### src/rtl/fifo_drain_to_ocm_pkg.sv
// Shared types for the HPS->FPGA FIFO drain engine: FSM states, FIFO CSR map, helpers.
package fifo_drain_to_ocm_pkg;

    typedef enum logic [2:0] {
        ST_IDLE,
        ST_POLL,
        ST_PWAIT,
        ST_BACKOFF,
        ST_RD,
        ST_CAP,
        ST_WR,
        ST_DONE
    } drain_state_e;

    // Word offsets of the Altera on-chip FIFO CSR slave
    typedef enum logic [2:0] {
        CSR_FILL_LEVEL = 3'd0,
        CSR_I_STATUS   = 3'd1
    } fifo_csr_e;

    // Unsigned 32-bit minimum, used to cap a burst to the words still owed
    function automatic logic [31:0] min_u32(input logic [31:0] a, input logic [31:0] b);
        return (a < b) ? a : b;
    endfunction

endpackage

### src/rtl/fifo_drain_to_ocm.sv
// Drains the HPS->FPGA FIFO into on-chip memory s1: polls fill level, pops at most
// the observed fill, writes words to a wrapping OCM pointer, reports progress/done.
import fifo_drain_to_ocm_pkg::*;

module fifo_drain_to_ocm #(
    parameter int DW            = 32,
    parameter int OCM_AW        = 8,
    parameter int POLL_GAP      = 16,
    parameter int FILL_CSR_ADDR = int'(CSR_FILL_LEVEL)
) (
    input  logic              clk,
    input  logic              reset_n,
    input  logic              start,
    input  logic [31:0]       xfer_len,
    output logic              busy,
    output logic              done,
    output logic [31:0]       words_done,
    output logic [OCM_AW-1:0] ocm_ptr,
    output logic [2:0]        csr_address,
    output logic              csr_read,
    input  logic [31:0]       csr_readdata,
    output logic              fifo_read,
    input  logic [DW-1:0]     fifo_readdata,
    input  logic              fifo_waitrequest,
    output logic [OCM_AW-1:0] ocm_address,
    output logic              ocm_clken,
    output logic              ocm_chipselect,
    output logic              ocm_write,
    output logic [DW-1:0]     ocm_writedata,
    output logic [DW/8-1:0]   ocm_byteenable
);

    localparam int GAP_W = $clog2(POLL_GAP + 1);

    drain_state_e     state;
    logic [31:0]      len;
    logic [31:0]      avail;
    logic [GAP_W-1:0] gap_cnt;

    // Fixed Avalon sideband: always address the fill register, full-word OCM writes
    assign csr_address    = 3'(FILL_CSR_ADDR);
    assign ocm_clken      = 1'b1;
    assign ocm_byteenable = '1;

    // Transfer FSM; every Avalon strobe is a register set on entry to its state
    always_ff @(posedge clk or negedge reset_n) begin
        if (!reset_n) begin
            state          <= ST_IDLE;
            len            <= '0;
            avail          <= '0;
            gap_cnt        <= '0;
            busy           <= 1'b0;
            done           <= 1'b0;
            words_done     <= '0;
            ocm_ptr        <= '0;
            csr_read       <= 1'b0;
            fifo_read      <= 1'b0;
            ocm_address    <= '0;
            ocm_chipselect <= 1'b0;
            ocm_write      <= 1'b0;
            ocm_writedata  <= '0;
        end else begin
            done <= 1'b0;
            case (state)
                ST_IDLE: begin
                    if (start) begin
                        if (xfer_len == '0) begin
                            done <= 1'b1;
                        end else begin
                            len        <= xfer_len;
                            words_done <= '0;
                            ocm_ptr    <= '0;
                            busy       <= 1'b1;
                            csr_read   <= 1'b1;
                            state      <= ST_POLL;
                        end
                    end
                end
                ST_POLL: begin
                    csr_read <= 1'b0;
                    state    <= ST_PWAIT;
                end
                ST_PWAIT: begin
                    // readdata is valid exactly one cycle after the read strobe
                    if (csr_readdata == '0) begin
                        gap_cnt <= '0;
                        state   <= ST_BACKOFF;
                    end else begin
                        avail     <= min_u32(csr_readdata, len - words_done);
                        fifo_read <= 1'b1;
                        state     <= ST_RD;
                    end
                end
                ST_BACKOFF: begin
                    if (gap_cnt == GAP_W'(POLL_GAP - 1)) begin
                        csr_read <= 1'b1;
                        state    <= ST_POLL;
                    end else begin
                        gap_cnt <= gap_cnt + 1'b1;
                    end
                end
                ST_RD: begin
                    if (!fifo_waitrequest) begin
                        fifo_read <= 1'b0;
                        state     <= ST_CAP;
                    end
                end
                ST_CAP: begin
                    ocm_writedata  <= fifo_readdata;
                    ocm_address    <= ocm_ptr;
                    ocm_write      <= 1'b1;
                    ocm_chipselect <= 1'b1;
                    state          <= ST_WR;
                end
                ST_WR: begin
                    ocm_write      <= 1'b0;
                    ocm_chipselect <= 1'b0;
                    ocm_ptr        <= ocm_ptr + 1'b1;  // natural wrap: OCM is a ring
                    words_done     <= words_done + 32'd1;
                    avail          <= avail - 32'd1;
                    if (words_done + 32'd1 == len) begin
                        done  <= 1'b1;
                        state <= ST_DONE;
                    end else if (avail == 32'd1) begin
                        csr_read <= 1'b1;
                        state    <= ST_POLL;
                    end else begin
                        fifo_read <= 1'b1;
                        state     <= ST_RD;
                    end
                end
                ST_DONE: begin
                    busy  <= 1'b0;
                    state <= ST_IDLE;
                end
                default: state <= ST_IDLE;
            endcase
        end
    end

endmodule

### config.mk
export PLATFORM = sky130hd
export DESIGN_NAME = fifo_drain_to_ocm
export DESIGN_NICKNAME = d
export VERILOG_FILES = /design/src/rtl/fifo_drain_to_ocm_pkg.sv /design/src/rtl/fifo_drain_to_ocm.sv
export SDC_FILE = /design/constraint.sdc
export NUM_CORES = 1
export LEC_CHECK = 0
export ABC_AREA = 1
export CAP_MARGIN = 30
export CORE_UTILIZATION = 30
export DETAILED_ROUTE_END_ITERATION = 16
export PLACE_DENSITY_LB_ADDON = 0.12
export SYNTH_ARGS = -nofsm -noshare
export SYNTH_HDL_FRONTEND = slang
export SYNTH_SLANG_ARGS = --single-unit
### constraint.sdc
create_clock -name clk -period 3.4 [get_ports clk]
set_input_delay 0.68 -clock clk [delete_from_list [all_inputs] [get_ports clk]]
set_output_delay 0.68 -clock clk [all_outputs]
set_load 0.01 [all_outputs]
* Yosys cells after proc, flatten, opt, wreduce, memory -nomap -nowiden
Cells that the tools add are included.
Storage, ports and cells: flip-flop bits (word level) 157, logic and storage cells 95
Operators by class: add/subtract/negate cells 5, magnitude comparators 1, equality and inequality tests 20, mux-type cells 37, bitwise logic cells 1, reduce and logical (&&, ||, !) cells 18
Operator list (count):
- $mux 32 | 4
- $pmux 32 s2 | 2
- $logic_not 32->1 | 2
- $add 32x1->32 const B | 1
- $eq 32x1->1 const B | 1
- $eq 32x32->1 | 1
- $lt 32x32->1 | 1
- $sub 32x1->32 const B | 1
- $sub 32x32->32 | 1
- $pmux 3 s8 | 1
- $mux 3 | 7
- $ne 2x2->1 const B | 10
- $mux 8 | 2
- $pmux 8 s2 | 1
- $eq 3x3->1 const B | 4
- $mux 1 | 12
- $reduce_and 3->1 | 4
- $mux 5 | 2
- $pmux 5 s2 | 1
- $reduce_bool 2->1 | 5
- $add 8x1->8 const B | 1
- $eq 3x2->1 const B | 2
- $pmux 1 s2 | 3
- $reduce_and 6->1 | 1
- other kinds (12) | 12

* Depth between registers and ports, before layout
Gate-level depths: netlist (run 1).
depth after elaboration 5, mapped depth 26, gate-level depth less buffers 25

* Worst setup path before layout (run 1)
OpenSTA, ideal clock, no wires.
path kind register to register, start register words_done[2], end register avail[1], setup time 0.123 ns, data arrival time 3.414 ns, slack -0.137 ns, cell stages (with the launch flop) 23, buffers on the path 1, clock period less this slack 3.537 ns, cell sequence dfrtp_1 > inv_2 > ha_1 > nand2_1 > o21ai_0 > a21oi_1 > o21bai_1 > nand2_1 > nand2_1 > xor2_1 > inv_1 > ha_1 > a21oi_1 > o21ai_0 > nand2_1 > o211ai_1 > a21oi_1 > nand2_1 > inv_1 > clkbuf_1 > nor2_1 > o21ai_0 > nand2_1
Between the ends: longest elaborated chain between the ends 5
RTL lines:
- from (decl) | RTL line fifo_drain_to_ocm.sv:17 | output logic [31:0] words_done,
- from (signal assigned) | RTL line fifo_drain_to_ocm.sv:119 | words_done <= words_done + 32'd1;
- $sub 32x32->32 | RTL line fifo_drain_to_ocm.sv:89 | avail <= min_u32(csr_readdata, len - words_done);
- $lt 32x32->1 | RTL line fifo_drain_to_ocm_pkg.sv:23 | return (a < b) ? a : b;
- $mux 32 | RTL line fifo_drain_to_ocm_pkg.sv:23
- $mux 32 | RTL line fifo_drain_to_ocm.sv:85 | if (csr_readdata == '0) begin
- $pmux 32 s2 | RTL line fifo_drain_to_ocm.sv:64 | case (state)
- to (signal assigned) | RTL line fifo_drain_to_ocm.sv:89
- to (signal assigned) | RTL line fifo_drain_to_ocm.sv:120 | avail <= avail - 32'd1;
- to (decl) | RTL line fifo_drain_to_ocm.sv:37 | logic [31:0] avail;
Every way passes these cells. The select of a mux whose other input is x is not followed. A chain may end at the register's enable or synchronous reset.

* Worst setup path in the final report (run 1)
start register len[12], end register avail[12]
Between the ends: longest elaborated chain between the ends 5
RTL lines:
- from (decl) | RTL line fifo_drain_to_ocm.sv:36 | logic [31:0] len;
- from (signal assigned) | RTL line fifo_drain_to_ocm.sv:70 | len <= xfer_len;
- $sub 32x32->32 * | RTL line fifo_drain_to_ocm.sv:89
- $lt 32x32->1 | RTL line fifo_drain_to_ocm_pkg.sv:23
- $mux 32 * | RTL line fifo_drain_to_ocm_pkg.sv:23
- $mux 32 * | RTL line fifo_drain_to_ocm.sv:85
- $pmux 32 s2 * | RTL line fifo_drain_to_ocm.sv:64
Every way passes the cells marked *; elsewhere a longest branch is shown, timed or not. The select of a mux whose other input is x is not followed.

==> flow_summary.ini, run 1 <==
[timing]
fin_skew_ns = 0.0154
drv_slew = 0
slew-limit-headroom_pct = 63.1
final-setup-viol-count = 0
hold_violations = 0
rsz0062_at_grt = true
fin_crit_sh_pct = 99.8
final.setup.worst_slack_ns = 0.00643
period_needed_ns = 3.39
tightest_slew_ns = 0.549
fmax_mhz = 295

[cts]
worst_skew_pair.late_latency_ns = 0.47
cts_tree = yes
numCtsBuffers = 17
cts_buffer_depth = 2
htreeDepth = 4
hold_buffers = 0
clk_pin_slew_ns = 0.07
root_buffer = clkbuf_16
clock-sinks = 157

[final_layout]
layout_commonest_cell = nand2_1
nets = 2431
multi_input_area_mm2 = 0.00779
final_cells = 2801
seqCellArea_mm2 = 0.00393
layout-drive-gt1-share_pct = 19.5
layout_common_cells = nand2_1 (565), buf_4 (247), inv_1 (206)
area_growth_pct = 46.3
fillers = 4253

[pwr]
ir_drop_uv = 488
leakagePower_nw = 8.50
power_density_mw_per_mm2 = 1010

[route]
drtPass1Iterations = 6
drc = 0
drtIter0Drc = 751
vias = 13300
ant_nets = 0
avgViaCountPerCell = 4.75
routed_wirelength_um = 44700
post_drt_wl_per_cell_um = 16.0

[placement]
place_ws_ns = -0.309
io_buffers = 185
finalWeightedCongestion = 0.923
post-place-cells = 2758
place_hpwl_um = 35700

[global_route]
grt_max_degree = 57
grt_pass1_wl_um = 70000
grt_pass1_vias = 13100
grt_usage_pct = 21.9
antenna_found_initial = 0
overflow = 0

[synthesis]
synth_area_leaders = dfrtp_1 (32%), nand2_1 (18%), ha_1 (7.0%), inv_1 (6.8%), nor2_1 (6.1%)
ys_ff_latch = 157
synthCells = 1845
yosys.area.top_type_share_pct = 32.4
yosysUniqueCellTypes = 44
synth_warnings = 0
ys_seq_area_share_pct = 32.4
syn_area_mm2 = 0.0121
synth_area_leader_cell = dfrtp_1
syn_avg_cell_area_um2 = 6.58

[worst_setup_path]
rr_worst_depth = 21
worstPathArrival_ns = 3.75
crit_type = reg -> reg
worst_ep_required_time_ns = 3.75
start_kind = flop
path_max_fanout = 13
crit_path_end_kind = flop

[min_path]
hold_path.class = in -> async

[floorplan]
dieArea_mm2 = 0.0412
dieWidth_um = 203
die_h_um = 203
ios = 194
start_util_pct = 30.5
core_mm2 = 0.0398
rows = 73

[run]
maxCapViolCount = 0

[status]
status = completed
## metrics by stage
step           instance area [um^2]  power [mW]  setup TNS (ns)  hold slack (ns)  util [%]
4_1_cts                       17300        17.1         -0.0212            0.195      43.5
6_report                      17800        17.9               0            0.187      44.6
3_3_place_gp                  16400        14.3           -6.05            0.453      41.1
3_5_place_dp                  16400        14.5           -7.63            0.457      41.1
2_1_floorplan                 12200        9.23         -0.0285            0.384         -
5_1_grt                       17700        19.5           -5.43            0.212      44.6
## registers in the layout (all words and copies together) (netlist names), 3 cells and up
signal         count
avail             32
state              3
ocm_address        8
ocm_writedata     32
ocm_ptr            8
gap_cnt            5
len               32
words_done        32
## worst paths after layout
check                                  start                 to  slack (ns)
max                                  len[12]          avail[12]       0.006
min                                  reset_n          avail[23]        0.19
max reg2reg                          len[12]          avail[12]       0.006
min reg2reg                ocm_writedata[28]  ocm_writedata[28]        0.47
max in group asynchronous            reset_n      words_done[0]        2.37
min in group clk           ocm_writedata[28]  ocm_writedata[28]        0.47
## report_power, final
group	switching (mW)	total, mW	leakage [nW]	internal [mW]
registers	0.605	3.14	1.98	2.53
logic	6.61	12.6	6.22	6.04
clock network	0.945	2.07	0.298	1.12
total	8.16	17.9	8.50	9.69
## worst max-delay path: stages, from the launching register on
cell and delay, ns:
dfrtp_1 0.46, ha_4 0.32, nand2_2 0.08, nor2_2 0.12
inv_1 0.06, nor3_1 0.15, nand2_1 0.09, nand2_2 0.13
nand4_1 0.13, nand3_1 0.10, nand2_2 0.10, ha_1 0.30
buf_4 0.14, a21oi_1 0.13, o211ai_1 0.13, a21oi_2 0.19
nand2_4 0.12, buf_6 0.16, nand2_1 0.12, nand3_1 0.09
nand3_1 0.09, nand2_1 0.05
## routing by layer
layer / part of all wire, % / vias up / global-route usage, %
li1: - / 6810 / -
met1: 47 / 6126 / 29.2
met2: 46 / 299 / 35.4
met3: 4.4 / 61 / 3.76
met4: 2.8 / 0 / 7.87
met5: 0 / - / 0
## cell usage after synthesis (all sizes together)
library cell and count:
o211ai 4, xnor2 13, nor2 208, o21a 2, buf 19, dfrtp 157, nand3 132, a21oi 99
or2 4, a21o 5, nand2 588, xor3 2, o21bai 5, xor2 32, nor4 15, conb 2
a31oi 1, clkbuf 33, nand4 37, inv 224, o2111ai 1, ha 68, and2 2, nor3b 2
o22ai 31, a21boi 2, and3 2, o21ai 104, fa 1, nand3b 19, clkinv 2, nor3 29
## logic make-up after synthesis
kind of cell | Yosys count | share of synthesized area [%]
adders and majority gates | 69 | 7.18
other | 2 | 0.0619
AOI/OAI and AO/OA | 254 | 11.2
and+or+nand+nor | 1038 | 36.5
DFF | 157 | 32.4
xor gates and xnor gates | 47 | 3.70
buffers and inverters | 278 | 8.94
## area by class of cell
cell class / instances / area share (%)
timing repair buffer: 444 / 22.0
tap: 525 / 3.70
antenna: 1 / 0.0141
sequential: 157 / 22.1
clock buffer: 17 / 2.40
clock inverter: 15 / 1.08
inverter: 226 / 4.82
multi-input combinational: 1416 / 43.9
## repair_timing
action,in CTS,in global routing
resized for setup,58,93
setup endpoints to repair,32,32
buffers inserted,6,3
gates cloned,0,1
hold endpoints to repair,0,0
pin swaps,13,24
Power figures use the tool's default switching activity.
==> run 2: changes to the inputs <==
- clock period: 3.4 -> 3.9 ns (I/O delays scaled with it)
==> run 2 against run 1 <==
Final area fell by 11%. Core utilization fell by 4.7 points. Fmax fell by 6.6%. Critical path depth rose by 1. Die area did not move. Largest cell class unchanged. Combinational power fell by 32%. Critical path type unchanged. Sequential power fell by 11%.
==> flow_summary.ini, run 2 (synthesis results as in run 1) <==
[status]
status = completed

[cts]
cts_buffer_depth = 2
hold_buffers = 0
cts_tree = yes
root_buffer = clkbuf_16
clock-sinks = 157
numCtsBuffers = 17
htreeDepth = 4
clk_pin_slew_ns = 0.08
worst_skew_pair.late_latency_ns = 0.47

[final_layout]
layout_common_cells = nand2_1 (580), inv_1 (216), nor2_1 (192)
area_growth_pct = 30.9
n_antenna_cell = 0
layout-drive-gt1-share_pct = 9.16
layout_commonest_cell = nand2_1
fillers = 4418
nets = 2252
fin_area_mm2 = 0.0159

[worst_setup_path]
path_common_cell = nand2_1
critical_path.cell_chain = inv_1 > ha_1 > nand2_1 > o21ai_0 > a21oi_1 > o21ai_0 > nor2_1 > nand2_1 > nand2_1 > nand2_1 > ha_4 > nand4_1 > nor3_2 > and3_1 > nand2_1 > nand2_2 > inv_2 > buf_4 > nand2_1 > nand3_1 > nand3_1 > nand2_1
cp_top_family = simple AND/OR/NAND/NOR gates
cp_slowest_cell = dfrtp_1
path_max_fanout = 5
slowest_delay_ns = 0.38
worst_ep_required_time_ns = 4.24
path_buf_inv = 3
crit_type = reg -> reg
crit_path_end_kind = flop
worstPathArrival_ns = 3.98
start_kind = flop

[min_path]
hold_path.class = in -> async

[placement]
placed_cell_area_mm2 = 0.0151
finalWeightedCongestion = 0.916
place_hpwl_um = 35100
io_buffers = 185
place_ws_ns = 0.0225

[floorplan]
dieWidth_um = 203
start_util_pct = 30.5
die_h_um = 203
core_mm2 = 0.0398
rows = 73
dieArea_mm2 = 0.0412
ios = 194

[global_route]
grt_pass1_wl_um = 69000
grt_max_degree = 80
grt_pass1_vias = 12300
antenna_found_initial = 0
overflow = 0
grt_usage_pct = 21.6

[timing]
final.setup.worst_slack_ns = 0.266
hold_ws_ns = 0.217
slew-limit-headroom_pct = 33.0
hold_violations = 0
tightest_slew_ns = 1.00
drv_slew = 0
fmax_mhz = 275
fin_crit_sh_pct = 93.2
period_needed_ns = 3.63
fin_skew_ns = 0.0175
final-setup-viol-count = 0

[route]
drtPass1Iterations = 6
drtIter0Drc = 828
post_drt_wl_per_cell_um = 16.9
drc = 0
ant_nets = 0
routed_wirelength_um = 44200
avgViaCountPerCell = 4.85
vias = 12700

[pwr]
combPwrFrac_pct = 66.0
power_mw = 13.0
p_int_mw = 6.53
pwr-share-clk_pct = 12.7
leakagePower_nw = 7.56
pwr-share-seq_pct = 21.3
swShare_pct = 50.0
power.switching_mw = 6.52
power_density_mw_per_mm2 = 821
ir_drop_uv = 398

[run]
maxCapViolCount = 0
run 2: routing by layer:
| metal | share of wire (%) | vias to the layer above | track usage (%) |
|---|---|---|---|
| li1 | - | 6439 | - |
| met1 | 48 | 5910 | 30.4 |
| met2 | 46 | 315 | 34.7 |
| met3 | 4.2 | 44 | 2.87 |
| met4 | 1.8 | 0 | 5.88 |
| met5 | 0 | - | 0 |
run 2: path summary, 6_finish.rpt:
| kind | startpoint | endpoint | slack [ns] | depth (start not counted) |
|---|---|---|---|---|
| worst max-delay path | words_done[25] | avail[17] | 0.27 | 22 |
| worst min-delay path | reset_n | avail[19] | 0.22 | 1 |
| worst max register to register | words_done[25] | avail[17] | 0.27 | 22 |
| worst min register to register | ocm_writedata[22] | ocm_writedata[22] | 0.47 | 2 |
| max in group asynchronous | reset_n | ocm_writedata[22] | 2.69 | 3 |
| min in group clk | ocm_writedata[22] | ocm_writedata[22] | 0.47 | 2 |
run 2: power groups by stage:
stage               registers (mW)  logic (mW)  clock network, mW
floorplan                     2.74        5.28                  0
global placement              2.78        8.12                  0
detailed placement            2.78        8.21                  0
CTS                           2.76        8.25               1.70
global route                  2.85        9.81               1.76
finish                        2.78        8.61               1.66
run 2: area by class of cell:
cell class / count / area, um^2 / share of cell area [%]
repair buffers: 265 / 2530 / 16.0
inverters: 226 / 848 / 5.34
multi-input cells: 1416 / 7360 / 46.3
clock buffers: 18 / 429 / 2.70
well taps: 525 / 657 / 4.14
flip-flops and latches: 157 / 3930 / 24.7
clock inverters: 14 / 124 / 0.780
run 2: worst register-to-register path, cell delays in order, from the launching register on:
cell     delay [ns]
dfrtp_1        0.38
inv_1          0.15
ha_1           0.33
nand2_1        0.20
o21ai_0        0.14
a21oi_1        0.16
o21ai_0        0.10
nor2_1         0.15
nand2_1        0.07
nand2_1        0.05
nand2_1        0.14
ha_4           0.32
nand4_1        0.14
nor3_2         0.24
and3_1         0.19
nand2_1        0.08
nand2_2        0.10
inv_2          0.07
buf_4          0.14
nand2_1        0.05
nand3_1        0.12
nand3_1        0.13
nand2_1        0.05
run 2: repair_timing:
item	in CTS	in global routing
gates resized for setup	1	62
setup buffers	0	6
pin swaps	0	9
setup endpoints to repair	1	32
hold endpoints to repair	0	0
run 2: metrics by stage:
stage / utilization [%] / cells / setup TNS [ns]
2_1_floorplan: - / 1851 / 0
3_3_place_gp: 37.7 / 2581 / 0
3_5_place_dp: 37.9 / 2583 / 0
4_1_cts: 39.3 / 2615 / 0
5_1_grt: 39.9 / 2621 / -0.00586
6_report: 39.9 / 2621 / 0
==> run 3: changes to the inputs <==
- CORE_ASPECT_RATIO: default -> 0.5
==> run 3 against run 2 <==
Core utilization grew 0.23 points. Wire length grew 0.76%. Fmax shrank 1.2%. Critical path type unchanged.
==> flow_summary.ini, run 3 (synthesis results as in run 1) <==
[placement]
placed_cell_area_mm2 = 0.0149
finalWeightedCongestion = 0.955
place_hpwl_um = 35700
io_buffers = 185

[timing]
final-setup-viol-count = 0
hold_violations = 0
hold_ws_ns = 0.338
period_needed_ns = 3.68
fin_crit_sh_pct = 94.3
fin_skew_ns = 0.0154
slew-limit-headroom_pct = 31.8
tightest_slew_ns = 1.02
fmax_mhz = 272
drv_slew = 0

[cts]
clock-sinks = 157
htreeDepth = 4
numCtsBuffers = 17
cts_tree = yes
worst_skew_pair.late_latency_ns = 0.46
clk_pin_slew_ns = 0.08
root_buffer = clkbuf_16
cts_buffer_depth = 2

[final_layout]
fin_area_mm2 = 0.0158
layout_common_cells = nand2_1 (580), inv_1 (218), nor2_1 (192)
fillers = 4216
layout_commonest_cell = nand2_1
n_antenna_cell = 0
area_growth_pct = 30.2
nets = 2233
layout-drive-gt1-share_pct = 8.23
finish.utilization_pct = 40.1

[global_route]
grt_max_degree = 80
grt_pass1_vias = 11800
overflow = 0
grt_usage_pct = 21.7
grt_pass1_wl_um = 68000
antenna_found_initial = 0

[min_path]
hold_path.class = in -> async

[worst_setup_path]
worst_ep_required_time_ns = 4.25
start_kind = flop
path_max_fanout = 32
worstPathArrival_ns = 4.02
crit_path_end_kind = flop
rr_endpoint = avail[1]
rr_worst_depth = 21
crit_type = reg -> reg
rrSetupSlack_ns = 0.22
reg2reg_from = words_done[17]

[floorplan]
die_h_um = 144
dieWidth_um = 286
start_util_pct = 30.8
core_mm2 = 0.0394
ios = 194
rows = 51
dieArea_mm2 = 0.0413

[route]
avgViaCountPerCell = 4.79
drc = 0
drtPass1Iterations = 7
routed_wirelength_um = 44500
vias = 12500
post_drt_wl_per_cell_um = 17.1
drtIter0Drc = 789
ant_nets = 0

[pwr]
power_density_mw_per_mm2 = 826
ir_drop_uv = 703
power_mw = 13.0
leakagePower_nw = 7.48

[status]
status = completed

[run]
maxCapViolCount = 0
## run 3: changes by cell type in the layout (fill, tap and decap cells not counted), sizes merged
| cell | change |
|---|---|
| buf | -19 |
| clkinv | +6 |
| inv | -4 |
| clkbuf | -1 |
| clkinvlp | -1 |
## run 3: stage by stage
step                      cells  setup WS, ns  setup TNS [ns]
after floorplan            1851         0.363               0
after global placement     2571        0.0605               0
after detailed placement   2571        0.0322               0
after CTS                  2603     0.0000870               0
after global routing       2607       -0.0228         -0.0526
final                      2607         0.221               0
## run 3: cell type report
class / count / area, um^2 / share of cell area [%]
Multi-Input combinational cell: 1416 / 7360 / 46.6
Sequential cell: 157 / 3940 / 24.9
Timing Repair Buffer: 246 / 2340 / 14.8
Inverter: 226 / 848 / 5.37
Tap cell: 530 / 663 / 4.20
Clock buffer: 17 / 425 / 2.69
Clock inverter: 15 / 224 / 1.42
## run 3: report_power, final
group / internal, mW / switching, mW
Clock: 0.895 / 0.918
Sequential: 2.21 / 0.630
Combinational: 3.28 / 5.12
Total: 6.38 / 6.66
## run 3: metal layers
layer,share of wire [%],GRT usage [%]
met5,0,0
met3,4.6,3.50
met2,43,33.0
met1,50,31.2
met4,2.0,6.50
## run 3: how the worst max path moves through the flow
stage | from | end | depth (start not counted)
detailed placement | len[2] | avail[7] | 20
global placement | words_done[0] | avail[7] | 22
CTS | len[2] | avail[7] | 20
floorplan | words_done[2] | avail[1] | 22
global route | words_done[11] | avail[0] | 23
finish | words_done[17] | avail[1] | 21
## run 3: critical path, cell delays in order (launching register included)
cell and delay [ns]:
dfrtp_1 0.38, inv_1 0.17, ha_1 0.32, a21oi_1 0.24
a21boi_0 0.31, o21bai_1 0.14, a21oi_1 0.20, nand2_1 0.07
nand2_1 0.06, nand2_1 0.09, ha_1 0.31, nand4_1 0.13
nor3_2 0.23, and3_1 0.18, nand2_1 0.07, nand2_2 0.08
inv_1 0.06, buf_12 0.17, nand2_1 0.07, nand2_1 0.04
o21ai_0 0.17, nand2_1 0.07
## run 3: what timing repair did
| item | 4_1_cts | 5_1_grt |
|---|---|---|
| setup endpoints to repair | 0 | 32 |
| resized for setup | 0 | 58 |
| setup buffers | 0 | 4 |
| hold buffers | 0 | 0 |
